==> src/rtl/imem_arb_pkg.sv <==
// Shared types and constants for the instruction-memory port arbiter.
// Optional readback path is enabled by defining IMEM_ARB_READBACK_EN.
package imem_arb_pkg;

  localparam int unsigned LEN_ADDR  = 32;
  localparam int unsigned LEN_DATA  = 32;
  localparam int unsigned RAM_DEPTH = 2048;
  localparam int unsigned CNT_W     = $clog2(RAM_DEPTH) + 1;

  // Cycles spent letting the last accepted fetch read complete before LOAD.
  localparam int unsigned DRAIN_LEN = 1;
  localparam int unsigned DRAIN_W   = $clog2(DRAIN_LEN + 1);

  typedef enum logic [1:0] {
    RUN   = 2'd0,
    DRAIN = 2'd1,
    LOAD  = 2'd2
  } arb_state_e;

  function automatic logic addr_in_range(input logic [LEN_ADDR-1:0] addr);
    return addr < LEN_ADDR'(RAM_DEPTH);
  endfunction

endpackage

==> src/rtl/imem_arbiter_if.sv <==
// Fetch, loader and RAM-side signals of the instruction-memory arbiter.
// Readback signals exist only when IMEM_ARB_READBACK_EN is defined.
interface imem_arbiter_if
  import imem_arb_pkg::*;
();

  logic                fetch_en;
  logic [LEN_ADDR-1:0] fetch_addr;
  logic                fetch_stall;
  logic                fetch_valid;
  logic [LEN_DATA-1:0] fetch_data;

  logic                ld_req;
  logic                ld_gnt;
  logic                ld_valid;
  logic [LEN_ADDR-1:0] ld_addr;
  logic [LEN_DATA-1:0] ld_data;
  logic                ld_ready;
  logic                ld_done;
  logic                ld_err;
  logic [CNT_W-1:0]    ld_count;

  logic [LEN_ADDR-1:0] mem_addr;
  logic                mem_we;
  logic [LEN_DATA-1:0] mem_wdata;
  logic [LEN_DATA-1:0] mem_rdata;

`ifdef IMEM_ARB_READBACK_EN
  logic                rb_en;
  logic [LEN_DATA-1:0] rb_data;
  logic                rb_valid;
`endif

  // Arbiter side.
  modport slave (
`ifdef IMEM_ARB_READBACK_EN
    input  rb_en,
    output rb_data, rb_valid,
`endif
    input  fetch_en, fetch_addr,
    output fetch_stall, fetch_valid, fetch_data,
    input  ld_req, ld_valid, ld_addr, ld_data, ld_done,
    output ld_gnt, ld_ready, ld_err, ld_count,
    output mem_addr, mem_we, mem_wdata,
    input  mem_rdata
  );

  // Requester / RAM side.
  modport master (
`ifdef IMEM_ARB_READBACK_EN
    output rb_en,
    input  rb_data, rb_valid,
`endif
    output fetch_en, fetch_addr,
    input  fetch_stall, fetch_valid, fetch_data,
    output ld_req, ld_valid, ld_addr, ld_data, ld_done,
    input  ld_gnt, ld_ready, ld_err, ld_count,
    input  mem_addr, mem_we, mem_wdata,
    output mem_rdata
  );

endinterface

==> src/rtl/imem_ld_counter.sv <==
// Per-grant loader statistics: saturating count of in-range words written
// and a sticky flag for rejected out-of-range writes.
module imem_ld_counter
  import imem_arb_pkg::*;
(
  input  logic             clk,
  input  logic             rst_n,
  input  logic             clear_i,
  input  logic             inc_i,
  input  logic             err_set_i,
  output logic [CNT_W-1:0] count_o,
  output logic             err_o
);

  logic [CNT_W-1:0] count_q, count_d;
  logic             err_q, err_d;

  // NOTE: every signal assigned in always_comb gets a default first so no latch is inferred.
  always_comb begin
    count_d = count_q;
    err_d   = err_q;
    if (clear_i) begin
      count_d = '0;
      err_d   = 1'b0;
    end else begin
      if (inc_i && (count_q != CNT_W'(RAM_DEPTH))) begin
        count_d = count_q + CNT_W'(1);
      end
      if (err_set_i) begin
        err_d = 1'b1;
      end
    end
  end

  // NOTE: state registers use non-blocking assignments so all flops update together.
  always_ff @(posedge clk or negedge rst_n) begin
    if (!rst_n) begin
      count_q <= '0;
      err_q   <= 1'b0;
    end else begin
      count_q <= count_d;
      err_q   <= err_d;
    end
  end

  assign count_o = count_q;
  assign err_o   = err_q;

endmodule

==> src/rtl/imem_arbiter.sv <==
// Shares the instruction RAM port between the fetch stage and the program loader.
// Define IMEM_ARB_READBACK_EN to add loader readback of RAM words during LOAD.
module imem_arbiter
  import imem_arb_pkg::*;
(
  input  logic           clk,
  input  logic           rst_n,
  imem_arbiter_if.slave  bus
);

  arb_state_e          state_q;
  logic [DRAIN_W-1:0]  drain_cnt_q;
  logic [LEN_ADDR-1:0] last_addr_q;
  logic                fetch_valid_q;

  logic in_load;
  logic ld_in_range;
  logic fetch_stall;

  assign in_load     = (state_q == LOAD);
  assign ld_in_range = addr_in_range(bus.ld_addr);
  assign fetch_stall = (state_q != RUN);

  // FSM plus the address captured for DRAIN and the registered fetch handshake.
  always_ff @(posedge clk or negedge rst_n) begin
    if (!rst_n) begin
      state_q       <= RUN;
      drain_cnt_q   <= '0;
      last_addr_q   <= '0;
      fetch_valid_q <= 1'b0;
    end else begin
      fetch_valid_q <= bus.fetch_en & ~fetch_stall;
      unique case (state_q)
        RUN: begin
          last_addr_q <= bus.fetch_addr;
          drain_cnt_q <= '0;
          if (bus.ld_req) begin
            state_q <= DRAIN;
          end
        end
        DRAIN: begin
          if (drain_cnt_q == DRAIN_W'(DRAIN_LEN - 1)) begin
            state_q <= LOAD;
          end else begin
            drain_cnt_q <= drain_cnt_q + DRAIN_W'(1);
          end
        end
        LOAD: begin
          // Only ld_done releases the port; dropping ld_req alone is ignored.
          if (bus.ld_done) begin
            state_q <= RUN;
          end
        end
        default: state_q <= RUN;
      endcase
    end
  end

  // RAM port mux: purely combinational so an async reset removes mem_we at once.
  always_comb begin
    bus.mem_addr  = bus.fetch_addr;
    bus.mem_we    = 1'b0;
    bus.mem_wdata = '0;
    unique case (state_q)
      RUN:   bus.mem_addr = bus.fetch_addr;
      DRAIN: bus.mem_addr = last_addr_q;
      LOAD: begin
        bus.mem_addr  = bus.ld_addr;
        bus.mem_wdata = bus.ld_data;
        bus.mem_we    = bus.ld_valid & ld_in_range;
      end
      default: bus.mem_addr = bus.fetch_addr;
    endcase
  end

  assign bus.fetch_stall = fetch_stall;
  assign bus.fetch_valid = fetch_valid_q;
  assign bus.fetch_data  = bus.mem_rdata;
  assign bus.ld_gnt      = in_load;
  assign bus.ld_ready    = in_load;

  imem_ld_counter u_ld_counter (
    .clk       (clk),
    .rst_n     (rst_n),
    .clear_i   (state_q == DRAIN),
    .inc_i     (in_load & bus.ld_valid & ld_in_range),
    .err_set_i (in_load & bus.ld_valid & ~ld_in_range),
    .count_o   (bus.ld_count),
    .err_o     (bus.ld_err)
  );

`ifdef IMEM_ARB_READBACK_EN
  logic rb_valid_q;

  // A write offered in the same cycle takes precedence over a readback.
  always_ff @(posedge clk or negedge rst_n) begin
    if (!rst_n) begin
      rb_valid_q <= 1'b0;
    end else begin
      rb_valid_q <= in_load & bus.rb_en & ~bus.ld_valid;
    end
  end

  assign bus.rb_valid = rb_valid_q;
  assign bus.rb_data  = bus.mem_rdata;
`endif

endmodule

==> src/flat_wrapper.sv <==
// flat-port wrapper written by rule: the top's interface ports become plain ports
module imem_arbiter_flat import imem_arb_pkg::*;
  (clk, rst_n, bus_fetch_en, bus_fetch_addr, bus_fetch_stall, bus_fetch_valid, bus_fetch_data, bus_ld_req, bus_ld_valid, bus_ld_addr, bus_ld_data, bus_ld_done, bus_ld_gnt, bus_ld_ready, bus_ld_err, bus_ld_count, bus_mem_addr, bus_mem_we, bus_mem_wdata, bus_mem_rdata);
  imem_arbiter_if bus_i ();
  input  logic clk;
  input  logic rst_n;
  input wire logic [$bits(bus_i.fetch_en)-1:0] bus_fetch_en;
  input wire logic [$bits(bus_i.fetch_addr)-1:0] bus_fetch_addr;
  output wire logic [$bits(bus_i.fetch_stall)-1:0] bus_fetch_stall;
  output wire logic [$bits(bus_i.fetch_valid)-1:0] bus_fetch_valid;
  output wire logic [$bits(bus_i.fetch_data)-1:0] bus_fetch_data;
  input wire logic [$bits(bus_i.ld_req)-1:0] bus_ld_req;
  input wire logic [$bits(bus_i.ld_valid)-1:0] bus_ld_valid;
  input wire logic [$bits(bus_i.ld_addr)-1:0] bus_ld_addr;
  input wire logic [$bits(bus_i.ld_data)-1:0] bus_ld_data;
  input wire logic [$bits(bus_i.ld_done)-1:0] bus_ld_done;
  output wire logic [$bits(bus_i.ld_gnt)-1:0] bus_ld_gnt;
  output wire logic [$bits(bus_i.ld_ready)-1:0] bus_ld_ready;
  output wire logic [$bits(bus_i.ld_err)-1:0] bus_ld_err;
  output wire logic [$bits(bus_i.ld_count)-1:0] bus_ld_count;
  output wire logic [$bits(bus_i.mem_addr)-1:0] bus_mem_addr;
  output wire logic [$bits(bus_i.mem_we)-1:0] bus_mem_we;
  output wire logic [$bits(bus_i.mem_wdata)-1:0] bus_mem_wdata;
  input wire logic [$bits(bus_i.mem_rdata)-1:0] bus_mem_rdata;
  assign bus_i.fetch_en = bus_fetch_en;
  assign bus_i.fetch_addr = bus_fetch_addr;
  assign bus_fetch_stall = bus_i.fetch_stall;
  assign bus_fetch_valid = bus_i.fetch_valid;
  assign bus_fetch_data = bus_i.fetch_data;
  assign bus_i.ld_req = bus_ld_req;
  assign bus_i.ld_valid = bus_ld_valid;
  assign bus_i.ld_addr = bus_ld_addr;
  assign bus_i.ld_data = bus_ld_data;
  assign bus_i.ld_done = bus_ld_done;
  assign bus_ld_gnt = bus_i.ld_gnt;
  assign bus_ld_ready = bus_i.ld_ready;
  assign bus_ld_err = bus_i.ld_err;
  assign bus_ld_count = bus_i.ld_count;
  assign bus_mem_addr = bus_i.mem_addr;
  assign bus_mem_we = bus_i.mem_we;
  assign bus_mem_wdata = bus_i.mem_wdata;
  assign bus_i.mem_rdata = bus_mem_rdata;
  imem_arbiter u_core (.clk(clk), .rst_n(rst_n), .bus(bus_i));
endmodule
==> config.mk <==
export PLATFORM = sky130hd
export DESIGN_NAME = imem_arbiter_flat
export DESIGN_NICKNAME = d
export VERILOG_FILES = /design/src/rtl/imem_arb_pkg.sv /design/src/rtl/imem_arbiter_if.sv /design/src/rtl/imem_ld_counter.sv /design/src/rtl/imem_arbiter.sv /design/src/flat_wrapper.sv
export SDC_FILE = /design/constraint.sdc
export NUM_CORES = 1
export LEC_CHECK = 0
export ABC_AREA = 1
export CAP_MARGIN = 30
export CORE_MARGIN = 4
export CORE_UTILIZATION = 39
export CTS_BUF_LIST = sky130_fd_sc_hd__clkbuf_16
export CTS_CLUSTER_DIAMETER = 100
export DETAILED_ROUTE_END_ITERATION = 6
export HOLD_SLACK_MARGIN = 0.08
export PLACE_DENSITY = 0.88
export SETUP_SLACK_MARGIN = 0.3
export SYNTH_ARGS = -nofsm -noshare
export SYNTH_HDL_FRONTEND = slang
export SYNTH_SLANG_ARGS = --single-unit
==> constraint.sdc <==
create_clock -name clk -period 3.8 [get_ports clk]
set_input_delay 1.14 -clock clk [delete_from_list [all_inputs] [get_ports clk]]
set_output_delay 1.14 -clock clk [all_outputs]
set_load 0.02 [all_outputs]
==> run metrics, run 1 <==
status=completed; Yosys top cell area share=around 34%; Synth Instances=~550; Buf/Inv on CP=2; reg2reg end=u_core.u_ld_counter.count_o[8]; Area contributors post-synth=dfrtp_1, nand2_1, buf_4, inv_1, nor2_1; register area share after synthesis=between 30% and 40%; Clock Path Buffers=2; Final #Nets=844; WL final=about 12000 um; initial antenna violation count=0; n_diodes=0; dpl hpwl=slightly above 9000 um; gr ovfl total=0; PortBufs=183; internal reg-to-reg setup slack=roughly 1.7 ns; Final TNS setup=0 ns; Slew Limit Fails=0; yosys warns=0; FMAX=roughly 0.29 GHz; largest area contributor in the netlist=dfrtp_1; number of DRC markers in iteration 0=190; Util after Layout=between 60 and 70%; # rows=34; critical path launch point=bus_ld_addr[12]; worst skew pair latency=~0.29 ns; RD Place Congestion=approximately 0.85; min-delay src=u_core.last_addr_q[15]; Core ar.=8810 sq um; # fillers=756; startpoint types=input pin; Worst path slowest cell=clkdlybuf4s50_1; ANT nets after route=0; CP Capture Type=primary output; first drt pass iteration count=5; Power per Cell Area=around 730 nW/um^2; worst r2r src=u_core.state_q[0]; clk_skew=approximately 0.0038 ns; CP max FO=2; critical path data arrival time=~2.4 ns; post-synth net total=around 700; Largest stage delay, worst path=about 0.45 ns; vias per cell=between 4 and 5; worst reg2reg path depth=8; RSZ-0062 raised after global routing=true; Die Span Y=103 um; most used cell, CP=nor2_4; Req. time, crit path=about 2.7 ns; Die Width=around 100 um; GRT Total Usage=21.7%; Syn-to-layout area delta=55.7%; Slew @ Worst Pin=~0.82 ns; CTS Root Cell=clkbuf_16; H-tree depth=2; syn avg cell area=around 6.4 sq um; area of the die=10700 sq um; layout cell share with drive strength beyond 1=just over 7%; I/O pin count=248; max_cap viols=0; Final setup viols=0; cts bufs inserted=5; post-DR wirelength/cell=between 10 and 15 um; first-pass GRT wire length=approximately 19000 um; Final Hold Viols=0; critical path class=input pin to primary output; CP cell instances=clkdlybuf4s50_1 -> nor2_1 -> nand2_1 -> nor2_4 -> nand3_4 -> nor2_4 -> buf_6; synth unique cells=29; static leakage=approximately 3.0 nW; fin crit period=between 3 and 4 ns; WHS Path Cells=2; Hold Crit Endpoint=u_core.last_addr_q[15]; clock slew at reported path FFs=~0.07 ns; Post-CTS Hold Fix Bufs=0; vias in the first global route=between 3k and 4k; max_slew headroom=45.2%; commonest non-fill, non-tap cell in the layout=nand2_1; Post-Syn Area=roughly 3600 sq um; Worst Hold Class=register to register; Yosys reg bits=48; CP top delay family=simple AND/OR/NAND/NOR gates; DR vias=4054; final worst-path cycle share=91.8%; largest net degree at the start of global routing=37; CTS tree=done; most frequent cells in the layout=nand2_1, clkdlybuf4s50_1, inv_1, nor2_1, dfrtp_1; DR DRC count=0; VDD IR-drop max=around 530 uV; initial core utilization=40.4%; Clock Sinks=48
synthesized netlist by cell type:
library cell	number
nor2_2	3
clkinv_1	1
nor2_4	1
nand3_1	13
xnor2_1	1
and2_1	1
inv_2	1
or2_1	1
clkbuf_1	20
xor2_1	3
buf_1	1
nand2_1	236
nor2_1	57
inv_1	58
buf_6	1
nor3_2	1
o22ai_1	1
nand4_4	1
o21ai_0	1
dfrtp_1	48
nand3_2	9
o21bai_1	1
buf_2	6
a31oi_1	32
buf_4	33
nand4_1	13
ha_1	6
a21oi_1	3
nor3_1	1
state kept, by name, summed over array words and instances, names as in the netlist:
name	flops
u_core.last_addr_q	32
u_core.u_ld_counter.count_o	12
u_core.state_q	2
u_core.bus.fetch_valid	1
u_core.u_ld_counter.err_o	1
worst max path at each step:
| stage | to | cells after the start | slack (ns) |
|---|---|---|---|
| floorplan | bus_mem_we | 4 | 0.79 |
| global placement | bus_mem_we | 7 | -0.26 |
| detailed placement | bus_mem_we | 7 | -0.27 |
| CTS | bus_mem_we | 8 | 0.05 |
| global route | bus_mem_we | 7 | 0.25 |
| finish | bus_mem_we | 7 | 0.31 |
where the power goes:
group	internal, W	switching, W	leakage, nW
registers	0.000700	0.000103	0.611
logic	0.00103	0.00172	2.33
clock network	0.000309	0.000195	0.0814
total	0.00203	0.00201	3.03
per-stage QoR:
step | cells | instance area [sq um] | power (W) | hold WS (ns) | worst slack [ns]
after global routing | 813 | 5530 | 0.00435 | 0.489 | 0.250
after floorplan | 554 | 3550 | 0.00252 | 0.442 | 0.786
after detailed placement | 804 | 5320 | 0.00380 | 0.460 | -0.266
final | 813 | 5530 | 0.00405 | 0.478 | 0.311
after global placement | 803 | 5300 | 0.00375 | 0.453 | -0.257
after CTS | 812 | 5450 | 0.00408 | 0.476 | 0.0500
area by class of cell:
cell class | instances | area [sq um] | share of cell area (%)
multi-input combinational | 385 | 1800 | 32.5
tap | 108 | 135 | 2.44
clock buffer | 5 | 125 | 2.26
timing repair buffer | 204 | 2010 | 36.3
inverter | 60 | 225 | 4.07
clock inverter | 3 | 42.5 | 0.769
sequential | 48 | 1200 | 21.7
worst reg2reg max path: stages, from the launching register on:
cell and delay, ns:
dfrtp_1 0.39, inv_1 0.16, ha_2 0.21, buf_4 0.32, nand2_1 0.21, inv_1 0.15, nand3_2 0.31, nand3_1 0.17
nand2_1 0.07
metal layers:
| metal | global-route usage (%) | part of all wire [%] | routed length, um |
|---|---|---|---|
| met1 | 27.0 | 40 | 4700 |
| met2 | 36.9 | 50 | 5850 |
| met3 | 6.84 | 8.9 | 1050 |
| met4 | 5.08 | 1.2 | 146 |
| met5 | 0 | 0 | 0 |
kinds of logic (layout without fill, tap and decap cells):
family	after synthesis	count (layout)	synth area share [%]
AND/OR/NAND/NOR	337	337	39.8
buffers and inverters	121	272	16.7
flip-flops	48	48	33.8
AO/OA/AOI/OAI	38	38	6.58
adder cells (fa/ha/maj)	6	6	2.11
XOR/XNOR	4	4	0.986
repair_timing:
item	CTS	global route
endpoints found under the setup margin	35	16
pin swaps	0	14
gates resized for setup	37	33
buffers inserted	0	1
(Power assumes the default switching activity.)
==> run 2, diff against run 1 <==
--- a/config.mk
+++ b/config.mk
@@ -6,7 +6,6 @@
 export NUM_CORES = 1
 export LEC_CHECK = 0
 export ABC_AREA = 1
-export CAP_MARGIN = 30
 export CORE_MARGIN = 4
 export CORE_UTILIZATION = 39
 export CTS_BUF_LIST = sky130_fd_sc_hd__clkbuf_16
==> run metrics, run 2 (same netlist as run 1, synthesis figures left out) <==
status=completed; I/O pin count=248 (unchanged); DR DRC count=0 (unchanged); CTS tree=done; most frequent cells in the layout=nand2_1, clkdlybuf4s50_1, inv_1, nor2_1, dfrtp_1; RD Place Congestion=0.854 (unchanged); Slew @ Worst Pin=1.10 ns (+0.276 ns); final worst-path cycle share=92.7% (+0.88 points); commonest non-fill, non-tap cell in the layout=nand2_1; CP Capture Type=primary output; FF+latch area=1200 sq um (unchanged); fin cells=811 (-0.25%); H-tree depth=2 (unchanged); PortBufs=183 (unchanged); largest net degree at the start of global routing=49 (+32%); max_cap viols=0 (unchanged); DR vias=4035 (-0.47%); Clock Sinks=48 (unchanged); dpl hpwl=9160 um (+0.26%); GRT Total Usage=22.2% (+0.44 points); Final Hold Viols=0 (unchanged); Req. time, crit path=2.66 ns (about the same); initial antenna violation count=0 (unchanged); worst r2r src=u_core.state_q[0]; worst skew pair latency=0.29 ns (about the same); # fillers=758 (+0.26%); first drt pass iteration count=5 (unchanged); gr ovfl total=0 (unchanged); fin crit period=3.52 ns (+0.0333 ns); vias per cell=4.98 (-0.22%); FMAX=0.284 GHz (-0.95%); area of the die=10700 sq um (unchanged); startpoint types=input pin; setup ws final=0.277 ns (-0.0333 ns); vias in the first global route=3938 (+1.7%); number of DRC markers in iteration 0=204 (+7.4%); # rows=34 (unchanged); # Post-CTS Setup Buffers=0 (unchanged); Final #Nets=842 (-0.24%); Power per Cell Area=727 nW/um^2 (-0.62%); min-delay src=u_core.last_addr_q[15]; max_slew headroom=26.9% (-18 points); RSZ-0062 raised after global routing=true; Hold Crit Endpoint=u_core.last_addr_q[15]; CTS Root Cell=clkbuf_16; Die Width=103 um (unchanged); WHS Path Cells=2 (unchanged); post-DR wirelength/cell=14.8 um (+2.2%); Post-CTS Hold Fix Bufs=0 (unchanged); Core ar.=8810 sq um (unchanged); CP max FO=2 (unchanged); VDD IR-drop max=564 uV (+7.0%); max reg flops=32 (unchanged); Worst Hold Class=register to register; cts bufs inserted=5 (unchanged); pre-CTS setup slack=-0.265 ns (+0.00127 ns); layout cell share with drive strength beyond 1=7.25% (+0.021 points); Syn-to-layout area delta=54.6%; n_diodes=0 (unchanged); critical path class=input pin to primary output; reg2reg end=u_core.u_ld_counter.count_o[8]; first-pass GRT wire length=18900 um (+2.0%); worst reg2reg path depth=8 (unchanged); Final setup viols=0 (unchanged); initial core utilization=40.4% (unchanged); clock slew at reported path FFs=0.07 ns (about the same); internal reg-to-reg setup slack=1.70 ns (about the same); Slew Limit Fails=0 (unchanged); WL final=12000 um (+1.9%); ANT nets after route=0 (unchanged); clk_skew=0.00368 ns (-0.000106 ns); placed cell count=803 (-0.12%); static leakage=3.04 nW (+0.39%); Die Span Y=103 um (unchanged); Clock Path Buffers=2 (unchanged); multi-input combinational cell area=1800 sq um (+0.42%); Biggest register=u_core.last_addr_q; critical path data arrival time=2.38 ns (+0.03 ns)
[run 2: changes by cell type in the layout (fill, tap and decap cells not counted)]
| cell | delta |
|---|---|
| buf_12 | -1 |
| buf_4 | -1 |
| bufinv_16 | -1 |
| clkdlybuf4s15_2 | +1 |
| clkinv_2 | +1 |
| clkinv_4 | -1 |
| dlygate4sd2_1 | -2 |
| dlymetal6s2s_1 | +1 |
| inv_6 | +1 |
| nor2_1 | -1 |
| nor2_4 | +1 |
[run 2: metal layers]
layer	track usage, %	share of wire [%]	vias up
li1	-	-	1970
met1	29.1	41	1880
met2	36.7	50	176
met3	6.10	8.1	9
met4	4.58	0.83	0
met5	0	0	-
[run 2: how the worst max path moves through the flow]
stage,startpoint,to,slack (ns),cells after the start
after floorplan,bus_ld_addr[19],bus_mem_we,0.79,4
after global placement,bus_ld_addr[18],bus_mem_we,-0.26,7
after detailed placement,bus_ld_addr[18],bus_mem_we,-0.26,7
after CTS,bus_ld_addr[24],bus_mem_we,0.05,8
after global routing,bus_ld_addr[26],bus_mem_we,0.22,7
final,bus_ld_addr[19],bus_mem_we,0.28,6
[run 2: repair_timing]
action | CTS | global route
endpoints found under the setup margin | 34 | 22
resized for setup | 40 | 35
pin swaps | 0 | 9
[run 2: cell type report]
cell class / instances / area share (%)
Inverter: 60 / 4.10
Multi-Input combinational cell: 385 / 32.8
Clock inverter: 3 / 0.319
Clock buffer: 5 / 2.28
Tap cell: 108 / 2.46
Sequential cell: 48 / 21.9
Timing Repair Buffer: 202 / 36.1
[run 2: metrics by stage]
stage	utilization (%)	total power, W	hold WS (ns)	setup TNS (ns)	instance area, sq um
after floorplan	-	0.00252	0.442	0	3550
after global placement	60.1	0.00375	0.453	-0.257	5300
after detailed placement	60.1	0.00381	0.459	-0.265	5300
after CTS	61.5	0.00403	0.475	0	5410
after global routing	62.4	0.00429	0.491	0	5490
final	62.4	0.00400	0.475	0	5490
[run 2: where the power goes]
group          internal [W]  switching (W)  total [W]
clock              0.000243       0.000193   0.000436
sequential         0.000700       0.000107   0.000807
combinational       0.00103        0.00172    0.00275
[run 2: worst max-delay path, stage by stage]
cell,delay [ns]
clkdlybuf4s50_1,0.44
or2_1,0.28
nor2_4,0.14
nand3_4,0.10
nor2_4,0.15
buf_6,0.13
==> run 3, diff against run 2 <==
--- a/config.mk
+++ b/config.mk
@@ -12,7 +12,7 @@
 export CTS_CLUSTER_DIAMETER = 100
 export DETAILED_ROUTE_END_ITERATION = 6
 export HOLD_SLACK_MARGIN = 0.08
-export PLACE_DENSITY = 0.88
+export PLACE_DENSITY = 0.94
 export SETUP_SLACK_MARGIN = 0.3
 export SYNTH_ARGS = -nofsm -noshare
 export SYNTH_HDL_FRONTEND = slang
==> run metrics, run 3 (same netlist as run 1, synthesis figures left out) <==
max_slew headroom=30.3% (+3.4 points); RSZ-0062 raised after global routing=true; fin crit period=3.51 ns (-0.0147 ns); Slew Limit Fails=0 (unchanged); I/O pin count=248 (unchanged); Post-CTS Hold Fix Bufs=0 (unchanged); placed cell count=797 (-0.75%); VDD IR-drop max=657 uV (+16%); first-pass GRT wire length=19200 um (+1.5%); Die Span Y=103 um (unchanged); pre-CTS setup slack=-0.280 ns (-0.0151 ns); worst skew pair latency=0.28 ns (about the same); CTS Root Cell=clkbuf_16; ANT nets after route=0 (unchanged); RD Place Congestion=0.833 (-2.4%); startpoint types=input pin; DR vias=4084 (+1.2%); WL final=12100 um (+1.2%); CP max FO=2 (unchanged); CP cell instances=clkdlybuf4s50_1 -> nor2_1 -> nand2_1 -> nor2_4 -> nand3_4 -> nor2_4 -> buf_6; n_diodes=0 (unchanged); number of DRC markers in iteration 0=201 (-1.5%); Worst Hold Class=register to register; Core ar.=8810 sq um (unchanged); Sw Share=49.5% (-1.1 points); fin cells=805 (-0.74%); Die Width=103 um (unchanged); Final setup viols=0 (unchanged); post-DR wirelength/cell=15.1 um (+1.9%); sequential power share=20.0% (-0.2 points); Worst path slowest cell=clkdlybuf4s50_1; dpl hpwl=9350 um (+2.0%); switching power of the nets=0.00200 W (-1.2%); CTS tree=done; vias per cell=5.07 (+2.0%); Largest stage delay, worst path=0.42 ns (-0.02 ns); Syn-to-layout area delta=53.7%; critical path data arrival time=2.37 ns (about the same); H-tree depth=2 (unchanged); Final Hold Viols=0 (unchanged); max reg flops=32 (unchanged); PortBufs=183 (unchanged); FMAX=0.285 GHz (+0.42%); GRT Total Usage=22.5% (+0.34 points); status=completed; final worst-path cycle share=92.3% (-0.39 points); Internal=0.00204 W (+3.3%); Final #Nets=838 (-0.48%); gr ovfl total=0 (unchanged); static leakage=2.90 nW (-4.5%); max_cap viols=0 (unchanged); critical path class=input pin to primary output; initial core utilization=40.4% (unchanged); clock power share=11.9% (+1.0 points); CP Capture Type=primary output; clock slew at reported path FFs=0.06 ns (about the same); initial antenna violation count=0 (unchanged); Req. time, crit path=2.66 ns (about the same); Clock Path Buffers=2 (unchanged); most used cell, CP=nor2_4; Logic pwr share=68.1% (-0.8 points); layout cell share with drive strength beyond 1=6.60% (-0.65 points); Biggest register=u_core.last_addr_q; cts bufs inserted=5 (unchanged); clk_skew=0.00436 ns (+0.000681 ns); Slew @ Worst Pin=1.05 ns (-0.0508 ns); area of the die=10700 sq um (unchanged); DR DRC count=0 (unchanged); # rows=34 (unchanged); Power per Cell Area=739 nW/um^2 (+1.7%); most frequent cells in the layout=nand2_1, clkdlybuf4s50_1, inv_1, nor2_1, dfrtp_1; first drt pass iteration count=6 (+1); vias in the first global route=4098 (+4.1%); largest net degree at the start of global routing=49 (unchanged); setup ws final=0.292 ns (+0.0147 ns); Clock Sinks=48 (unchanged); commonest non-fill, non-tap cell in the layout=nand2_1
==> run 3: changes by cell type in the layout (fill, tap and decap cells not counted) <==
| cell | delta |
|---|---|
| buf_12 | +1 |
| buf_4 | -5 |
| bufinv_16 | +1 |
| clkdlybuf4s15_1 | +1 |
| clkdlybuf4s15_2 | -1 |
| clkdlybuf4s50_1 | +7 |
| clkinv_1 | -1 |
| clkinv_2 | -1 |
| dlygate4sd2_1 | +3 |
| dlymetal6s2s_1 | -10 |
| inv_6 | -1 |
| nand2_1 | -1 |
| nand2_2 | +1 |
==> run 3: critical path: cells and delay by family <==
family	cells	cell delay (ns)
AND/OR/NAND/NOR	5	0.67
buffers and inverters	2	0.55
==> run 3: what timing repair did <==
action | 4_1_cts | 5_1_grt
endpoints found under the setup margin | 37 | 22
pin swaps | 0 | 5
buffers inserted | 0 | 2
resized for setup | 40 | 27
==> run 3: layout make-up <==
type,instances,area (sq um)
Timing Repair Buffer,198,1940
Clock inverter,1,30.0
Inverter,60,225
Fill cell,769,3350
Clock buffer,5,125
Sequential cell,48,1200
Multi-Input combinational cell,385,1810
Tap cell,108,135
==> run 3: stage by stage <==
stage | hold WS (ns) | power (W) | TNS (ns) | util [%] | instance area, sq um
finish | 0.474 | 0.00404 | 0 | 62.0 | 5460
global route | 0.492 | 0.00434 | 0 | 62.0 | 5460
CTS | 0.473 | 0.00406 | 0 | 61.2 | 5390
detailed placement | 0.459 | 0.00382 | -0.280 | 59.8 | 5260
global placement | 0.454 | 0.00375 | -0.257 | 59.8 | 5260
floorplan | 0.442 | 0.00252 | 0 | - | 3550
==> run 3: power by group through the flow <==
stage | clock (W) | combinational (W) | sequential, W
after detailed placement | 0 | 0.00301 | 0.000809
after global placement | 0 | 0.00295 | 0.000798
final | 0.000480 | 0.00275 | 0.000808
after CTS | 0.000485 | 0.00277 | 0.000806
after global routing | 0.000506 | 0.00301 | 0.000824
after floorplan | 0 | 0.00173 | 0.000787
==> run 3: path summary, 6_finish.rpt <==
check / from / slack [ns] / to / cells after the start
max: bus_ld_addr[21] / 0.29 / bus_mem_we / 7
min: u_core.last_addr_q[10] / 0.47 / u_core.last_addr_q[10] / 2
max reg2reg: u_core.state_q[0] / 1.70 / u_core.u_ld_counter.count_o[11] / 8
min reg2reg: u_core.last_addr_q[10] / 0.47 / u_core.last_addr_q[10] / 2
max in group asynchronous: rst_n / 2.11 / u_core.u_ld_counter.count_o[5] / 1
min in group asynchronous: rst_n / 1.04 / u_core.last_addr_q[9] / 1
==> run 3: per-layer routing <==
layer | GRT usage, % | vias up | wire length (um)
met4 | 5.38 | 0 | 192
met2 | 38.0 | 207 | 5990
met3 | 6.10 | 22 | 1050
met5 | 0 | - | 0
li1 | - | 1966 | -
met1 | 28.7 | 1889 | 4880
